`src/rtl/mole_field.sv`:
```
// Whack-a-mole game core: hole state, per-mole lifetime, round timer, saturating score/miss counters.
// Optional MOLE_PENALTY_EN: whacking an empty hole subtracts one point per hole (floor 0).
module mole_field #(
  parameter int N_HOLES    = 10,
  parameter int SCORE_W    = 24,
  parameter int TICK_DIV   = 50_000_000,
  parameter int LIFE_TICKS = 3,
  parameter int GAME_TICKS = 60
) (
  input  logic               clk,
  input  logic               rst,
  input  logic               start,
  input  logic [N_HOLES-1:0] random,
  input  logic [N_HOLES-1:0] switch,
  output logic [N_HOLES-1:0] moles,
  output logic [SCORE_W-1:0] score,
  output logic [SCORE_W-1:0] misses,
  output logic               playing,
  output logic               game_over
);

  localparam int PW = $clog2(TICK_DIV);
  localparam int RW = $clog2(GAME_TICKS);
  localparam int LW = $clog2(LIFE_TICKS + 1);
  localparam int HW = $clog2(N_HOLES + 1);
  localparam int SW = SCORE_W + HW;
  localparam logic [SW-1:0] MAX_EXT = {{HW{1'b0}}, {SCORE_W{1'b1}}};

  typedef enum logic [1:0] {S_IDLE, S_PLAY, S_OVER} state_t;

  state_t                      state_q, state_d;
  logic [PW-1:0]               presc_q, presc_d;
  logic [RW-1:0]               round_q, round_d;
  logic [N_HOLES-1:0][LW-1:0]  life_q, life_d;
  logic [N_HOLES-1:0]          moles_q, moles_d;
  logic [N_HOLES-1:0]          sw_ref_q, sw_ref_d;
  logic [SCORE_W-1:0]          score_q, score_d;
  logic [SCORE_W-1:0]          misses_q, misses_d;

  logic [N_HOLES-1:0]          toggled, hit;
  logic [HW-1:0]               n_hit, n_exp;
  logic [SW-1:0]               sum_s, sat_s, sum_m;
  logic                        tick;
`ifdef MOLE_PENALTY_EN
  logic [N_HOLES-1:0]          empty;
  logic [HW-1:0]               n_empty;
`endif

  always_ff @(posedge clk or posedge rst) begin
    if (rst) begin
      state_q  <= S_IDLE;
      presc_q  <= '0;
      round_q  <= '0;
      life_q   <= '0;
      moles_q  <= '0;
      sw_ref_q <= '0;
      score_q  <= '0;
      misses_q <= '0;
    end else begin
      state_q  <= state_d;
      presc_q  <= presc_d;
      round_q  <= round_d;
      life_q   <= life_d;
      moles_q  <= moles_d;
      sw_ref_q <= sw_ref_d;
      score_q  <= score_d;
      misses_q <= misses_d;
    end
  end

  always_comb begin
    state_d  = state_q;
    presc_d  = presc_q;
    round_d  = round_q;
    life_d   = life_q;
    moles_d  = moles_q;
    sw_ref_d = switch;
    score_d  = score_q;
    misses_d = misses_q;
    // Any level change since last cycle is a whack; hits use the pre-update mole map.
    toggled  = switch ^ sw_ref_q;
    hit      = toggled & moles_q;
    n_hit    = '0;
    n_exp    = '0;
    sum_s    = '0;
    sat_s    = '0;
    sum_m    = '0;
    tick     = (presc_q == PW'(TICK_DIV - 1));
`ifdef MOLE_PENALTY_EN
    empty    = toggled & ~moles_q;
    n_empty  = '0;
`endif
    for (int i = 0; i < N_HOLES; i++) begin
      n_hit = n_hit + HW'(hit[i]);
`ifdef MOLE_PENALTY_EN
      n_empty = n_empty + HW'(empty[i]);
`endif
    end

    case (state_q)
      S_IDLE, S_OVER: begin
        moles_d = '0;
        if (start) begin
          state_d  = S_PLAY;
          presc_d  = '0;
          round_d  = '0;
          life_d   = '0;
          score_d  = '0;
          misses_d = '0;
        end
      end
      S_PLAY: begin
        presc_d = tick ? '0 : presc_q + PW'(1);
        if (tick && round_q == RW'(GAME_TICKS - 1)) begin
          // Final tick ends the round; whacks landing on it are discarded.
          state_d = S_OVER;
          moles_d = '0;
        end else begin
          moles_d = moles_q & ~hit;
          if (tick) begin
            round_d = round_q + RW'(1);
            for (int i = 0; i < N_HOLES; i++) begin
              if (hit[i]) begin
                moles_d[i] = 1'b0;
              end else if (moles_q[i] && life_q[i] == LW'(1)) begin
                moles_d[i] = 1'b0;
                n_exp      = n_exp + HW'(1);
              end else if (moles_q[i]) begin
                life_d[i] = life_q[i] - LW'(1);
              end else if (random[i]) begin
                moles_d[i] = 1'b1;
                life_d[i]  = LW'(LIFE_TICKS);
              end
            end
          end
          sum_s = {{HW{1'b0}}, score_q} + SW'(n_hit);
          sat_s = (sum_s > MAX_EXT) ? MAX_EXT : sum_s;
`ifdef MOLE_PENALTY_EN
          sat_s = (sat_s > SW'(n_empty)) ? sat_s - SW'(n_empty) : '0;
`endif
          score_d  = sat_s[SCORE_W-1:0];
          sum_m    = {{HW{1'b0}}, misses_q} + SW'(n_exp);
          misses_d = (sum_m > MAX_EXT) ? SCORE_W'(MAX_EXT) : sum_m[SCORE_W-1:0];
        end
      end
      default: state_d = S_IDLE;
    endcase
  end

  assign moles     = moles_q;
  assign score     = score_q;
  assign misses    = misses_q;
  assign playing   = (state_q == S_PLAY);
  assign game_over = (state_q == S_OVER);

endmodule

```
`config.mk`:
```
export PLATFORM = sky130hd
export DESIGN_NAME = mole_field
export DESIGN_NICKNAME = d
export VERILOG_FILES = /design/src/rtl/mole_field.sv
export SDC_FILE = /design/constraint.sdc
export NUM_CORES = 1
export LEC_CHECK = 0
export ABC_AREA = 1
export ABC_CLOCK_PERIOD_IN_PS = 12000
export CAP_MARGIN = 30
export CELL_PAD_IN_SITES_DETAIL_PLACEMENT = 1
export CELL_PAD_IN_SITES_GLOBAL_PLACEMENT = 1
export CORE_ASPECT_RATIO = 0.6
export CORE_MARGIN = 4
export CORE_UTILIZATION = 42
export CTS_CLUSTER_DIAMETER = 80
export DETAILED_ROUTE_END_ITERATION = 8
export DONT_BUFFER_PORTS = 1
export PLACE_DENSITY_LB_ADDON = 0.1
export RECOVER_POWER = 50
export SYNTH_ARGS = -nofsm -noshare
export SYNTH_HDL_FRONTEND = slang
export SYNTH_SLANG_ARGS = --single-unit
```
`constraint.sdc`:
```
create_clock -name clk -period 12 [get_ports clk]
set_input_delay 1.8 -clock clk [delete_from_list [all_inputs] [get_ports clk]]
set_output_delay 1.8 -clock clk [all_outputs]
set_load 0.02 [all_outputs]
```
Word level (Yosys, flattened, before mapping). Index checks and enable logic that the tools add are counted.

Register bits after elaboration: 122. Latch bits: 0. RAM bits: 0. Memories: 0. Input bits: 23. Bits in read-only memories: 0.

Mux-type cells: 154. Equal/unequal tests: 48. Bitwise gates (word level): 4. Divide/modulo/power cells: 0. $lt $le $gt $ge: 2. Multiply operators: 0. Shift operators: 0. Reductions and logical operators: 28. Add/subtract/negate cells: 32.

Operator list (count): 2-to-1 mux 4 bit (48); 2-to-1 mux 24 bit (5); one-hot mux 24 bit (2 select lines) (2); 2-to-1 mux 2 bit (42); AND reduction 7 bit (10); 2-to-1 mux 20 bit (3); 2-to-1 mux 26 bit (2); one-hot mux 26 bit (2 select lines) (1); adder 24 x 4 -> 25 bit (2); > comparator 25 x 24 -> 1 bit, second input constant (2); inequality test 2 bit, second input constant (22); 2-to-1 mux 1 bit (42); one-hot mux 20 bit (2 select lines) (1); adder 4 x 1 -> 4 bit, second input constant (9); inequality test 3 x 2 -> 1 bit, second input constant (10); adder 26 x 1 -> 26 bit, second input constant (1); == test 26 bit, second input constant (1); adder 4 x 1 -> 4 bit (6); == test 2 x 1 -> 1 bit, second input constant (11); AND 10 bit (2); 2-to-1 mux 10 bit (2); one-hot mux 10 bit (2 select lines) (1); subtractor 2 x 1 -> 2 bit, second input constant (10); 2-to-1 mux 6 bit (3); 18 further kinds (30).

Longest topological paths before layout.
Depth in word-level cells: 66. Depth in mapped cells: 53. Depth with buffers taken out: 53.

Worst setup path after synthesis. Ideal clock, no wire load.

Path kind: input to register. Start: in switch[0]. End: reg misses_q[22], in the netlist misses[22]. Arrival time: 7388 ps. Setup slack: 4479 ps. Stages on the path: 48. Path buffers: 0. Cells stage by stage: inv_1 -> nand2_1 -> nand2_1 -> nor2_2 -> ha_1 -> nand2_1 -> nand2_1 -> ha_1 -> inv_1 -> nand4_1 -> nand2_2 -> inv_2 -> nand3_1 -> and2_1 -> ha_1 -> nand2_1 -> nand2_1 -> nand3_1 -> (+12 left out) -> ha_1 -> o21a_1 -> nand2_1 -> fa_1 -> o21ai_1 -> nand2_1 -> nor2_2 -> nand3_1 -> inv_1 -> nand3_1 -> nor2_2 -> nand4_1 -> nor2_2 -> nand3_2 -> inv_1 -> a21oi_1 -> o31ai_1 -> o21ai_0.

Longest elaborated chain between the ends: 65.

RTL lines: start, declared (RTL line 14) `input logic [N_HOLES-1:0] switch,`; XOR 10 bit * (RTL line 81) `toggled = switch ^ sw_ref_q;`; AND 10 bit * (RTL line 82) `hit = toggled & moles_q;`; 2-to-1 mux 1 bit * (RTL line 123) `if (hit[i]) begin`; 2-to-1 mux 4 bit * (RTL line 120) `if (tick) begin`; 2-to-1 mux 4 bit * (RTL line 114) `if (tick && round_q == RW'(GAME_TICKS - 1)) begin`; 2-to-1 mux 4 bit * (RTL line 100) `case (state_q)`; adder 4 x 1 -> 4 bit (RTL line 127) `n_exp = n_exp + HW'(1);`; 2-to-1 mux 4 bit (RTL line 125) `end else if (moles_q[i] && life_q[i] == LW'(1)) begin`; (+49 left out); 2-to-1 mux 4 bit * (RTL line 120); 2-to-1 mux 4 bit * (RTL line 114); 2-to-1 mux 4 bit * (RTL line 100); adder 24 x 4 -> 25 bit * (RTL line 142) `sum_m = {{HW{1'b0}}, misses_q} + SW'(n_exp);`; > comparator 25 x 24 -> 1 bit (RTL line 143) `misses_d = (sum_m > MAX_EXT) ? SCORE_W'(MAX_EXT) : sum_m[SCORE_W-1:0];`; 2-to-1 mux 24 bit * (RTL line 143); 2-to-1 mux 24 bit * (RTL line 114); one-hot mux 24 bit (2 select lines) * (RTL line 100); end signal, assigned (RTL line 67) `misses_q <= misses_d;`; end, declared (RTL line 38) `logic [SCORE_W-1:0] misses_q, misses_d;`.

Mark *: on every way between the ends. The rest lies on a longest branch, timed or not. The select of a mux whose other input is x is not followed. A chain may end at the register's enable or synchronous reset.

Final worst setup path.
Start: in switch[0]. End: reg misses_q[4], in the netlist misses[4].

The elaborated chain is that of the path after synthesis.

==> results.tsv <==
stage	metric	value	unit
clocking	clk-insertion-delay-late	430	ps
synthesis	ys_top_cells_by_area	dfrtp_1, nand2_1, inv_1	
clocking	htree_num_levels	4	
clocking	cts_root_buf	clkbuf_16	
floorplan	placeableCoreArea	19000	um^2
synthesis	async_flop_share	100	%
synthesis	yosys_warnings	0	
floorplan	die-area	21800	um^2
final_layout	drive_above_1_share	9.46	%
route	drt_iter0_markers	408	
worst_setup_path	path_buf_inv	8	
route	wl	24.7	mm
synthesis	synth_edf_count	0	
sta	holdWs	492	ps
global_route	grt_start_max_net_pins	74	
pwr	peakVddDrop	95.5	uV
floorplan	dieHeight	116	um
worst_setup_path	required	12350	ps
clocking	cts-hold-fix-buffers	0	
sta	worstMarginPinSlew	3810	ps
synthesis	synth_cell_types	44	
worst_setup_path	cp_top_family	simple AND/OR/NAND/NOR gates	
status	violations	max-capacitance violations, max-slew violations	
synthesis	netlist.area_leader.share	37.5	%
sta	rsz0062_at_grt	no	
status	run_status	finished with violations	
flow_run	cap_violations	2	
sta	fin_ws	3540	ps
sta	hold_viol_final	0	
clocking	cts_tree	done	
route	dr.pass1.iters	4	
route	vias_per_cell	5.44	
sta	finalSetupViolCount	0	
clocking	post_cts_buffers	0	
floorplan	dieWidth	188	um
sta	finalCritPeriodShare	70.5	%
placement	numPortBuffers	0	
global_route	grt_pass1_vias	7561	
sta	skew	9.11	ps
clocking	clock_path_buffers	2	
synthesis	ys.flop_type	dfrtp_1	
worst_setup_path	critical_path_class	in -> reg	
synthesis	ys_seq_area_share	37.5	%
final_layout	syn_to_final_growth	10.3	%
route	wl_per_cell	18.2	um
synthesis	yosysTopAreaCell	dfrtp_1	
final_layout	fillCellCount	2384	
sta	fmax	118	MHz
global_route	grt_pass1_wl	40.6	mm
worst_setup_path	path_depth	47	
clocking	clk_pin_slew	60	ps
floorplan	std_cell_rows	39	
synthesis	netlist_top_cells_count	nand2_1, inv_1, dfrtp_1, o21ai_0, nor2_1	
final_layout	final_cells	1356	
worst_setup_path	slowest_stage	nor2_2	
worst_setup_path	reg2reg_depth	45	
route	vias	7375	
placement	dp.final_hpwl	17.8	mm
worst_setup_path	crit_fanout	18	
global_route	gr-total-overflow	0	
sta	report.final.slew_viol_count	120	
worst_setup_path	critPathLaunchType	input pin	
hold_path	worstHoldPathCells	2	
synthesis	synth.most_common_cell	nand2_1	
sta	post-route-min-period	8460	ps
synthesis	syn_area	8140	um^2
clocking	cts-resized-gates	0	
global_route	antenna_found_initial	0	
final_layout	nets	1157	
pwr	p_leak	4.30	nW
final_layout	antenna_cells	0	
sta	finalSetupTns	0	ps
placement	place_ws	3270	ps
worst_setup_path	timing.critical_path.to_type	flop	
route	drc	0	
synthesis	ys_ff_latch	122	
synthesis	postSynthAreaPerCell	7.45	um^2
pwr	p_per_area	179	nW/um^2
worst_setup_path	cpPeakStageDelay	610	ps
route	antenna_left	0	
global_route	track_usage	23.3	%
synthesis	synthCells	1093	
clocking	cts.sinks	122	
hold_path	hold_path.class	reg -> reg	
floorplan	io_pins	83	
floorplan	start_util	42.8	%
sta	relSlewSlack	-154	%
placement	dp_cells	1323	
worst_setup_path	cp.arrival	8800	ps
worst_setup_path	cp_common_cell	nand2_1	
placement	gp_congestion	0.820	
synthesis	synth_nets	1153	
clocking	numCtsBuffers	17	
==> logic make-up (layout without fill, tap and decap cells) <==
logic type | after synthesis | in the layout | share of synthesized area (%)
xor+xnor | 25 | 25 | 2.78
flops | 122 | 122 | 37.5
fa+ha+maj | 37 | 37 | 6.42
buf+inv | 210 | 227 | 9.79
simple gates | 478 | 478 | 28.0
compound gates | 221 | 221 | 15.5
==> placed cells by master, fill, tap and decap left out, types with 10 or more instances in the layout <==
cell,instances
ha_1,29
o22ai_1,35
o21ai_1,12
nand3_2,13
nand4_1,14
inv_1,175
nor2_2,13
nor4_1,12
nand3_1,59
o21ai_0,86
clkbuf_16,17
a21oi_1,52
nor3_1,35
inv_2,12
nor2_1,83
dfrtp_1,122
nand2_2,10
xor2_1,16
nand2_1,212
==> power by group <==
group          total (mW)  internal [mW]  switching (mW)
registers           0.718          0.526           0.192
logic               0.381          0.135           0.246
clock network       0.509          0.294           0.215
==> worst reg2reg max path, delay by kind of cell, from the launching register on <==
family | cells | cell delay, ps
AND/OR/NAND/NOR | 27 | 3570
adder cells (fa/ha/maj) | 7 | 2100
buffers and inverters | 8 | 810
flip-flops | 1 | 600
AO/OA/AOI/OAI | 3 | 490
==> sequential cells by signal (all words and copies together), names as in the netlist <==
name / count
round_q: 6
score: 24
moles: 10
presc_q: 26
life_q: 20
misses: 24
state_q: 2
sw_ref_q: 10
==> stage by stage <==
stage / util [%] / cell area [um^2] / power [mW]
5_1_grt: 47.2 / 8980 / 1.72
3_3_place_gp: 44.2 / 8400 / 1.09
2_1_floorplan: - / 8140 / 0.980
4_1_cts: 47.2 / 8990 / 1.63
6_report: 47.2 / 8980 / 1.61
3_5_place_dp: 44.2 / 8410 / 1.11
==> layout make-up <==
type                       count  area (um^2)  area share, %
tap                          246          308           3.43
multi-input combinational    761         4300           47.8
clock buffer                  18          439           4.89
inverter                     188          707           7.87
sequential                   122         3050           34.0
timing repair buffer           7         45.0          0.501
clock inverter                14          136           1.52
==> final timing paths <==
check                      startpoint         end  slack [ps]
max                         switch[0]   misses[4]        3540
min                        life_q[15]  life_q[15]         490
max reg2reg                  moles[1]   misses[4]        4360
min reg2reg                life_q[15]  life_q[15]         490
max in group asynchronous         rst    moles[8]        5430
min in group asynchronous         rst   score[18]        1870
==> metal layers <==
metal  GRT usage, %  share of wire, %  wire length [um]  up-vias
met2           35.6                44             10800      116
met4           5.43              0.56               138        0
li1               -                 -                 -     3629
met5              0                 0                 0        -
met1           33.5                49             12200     3621
met3           5.90               6.1              1520        9
Note: power is estimated with default switching activity, not from simulation.
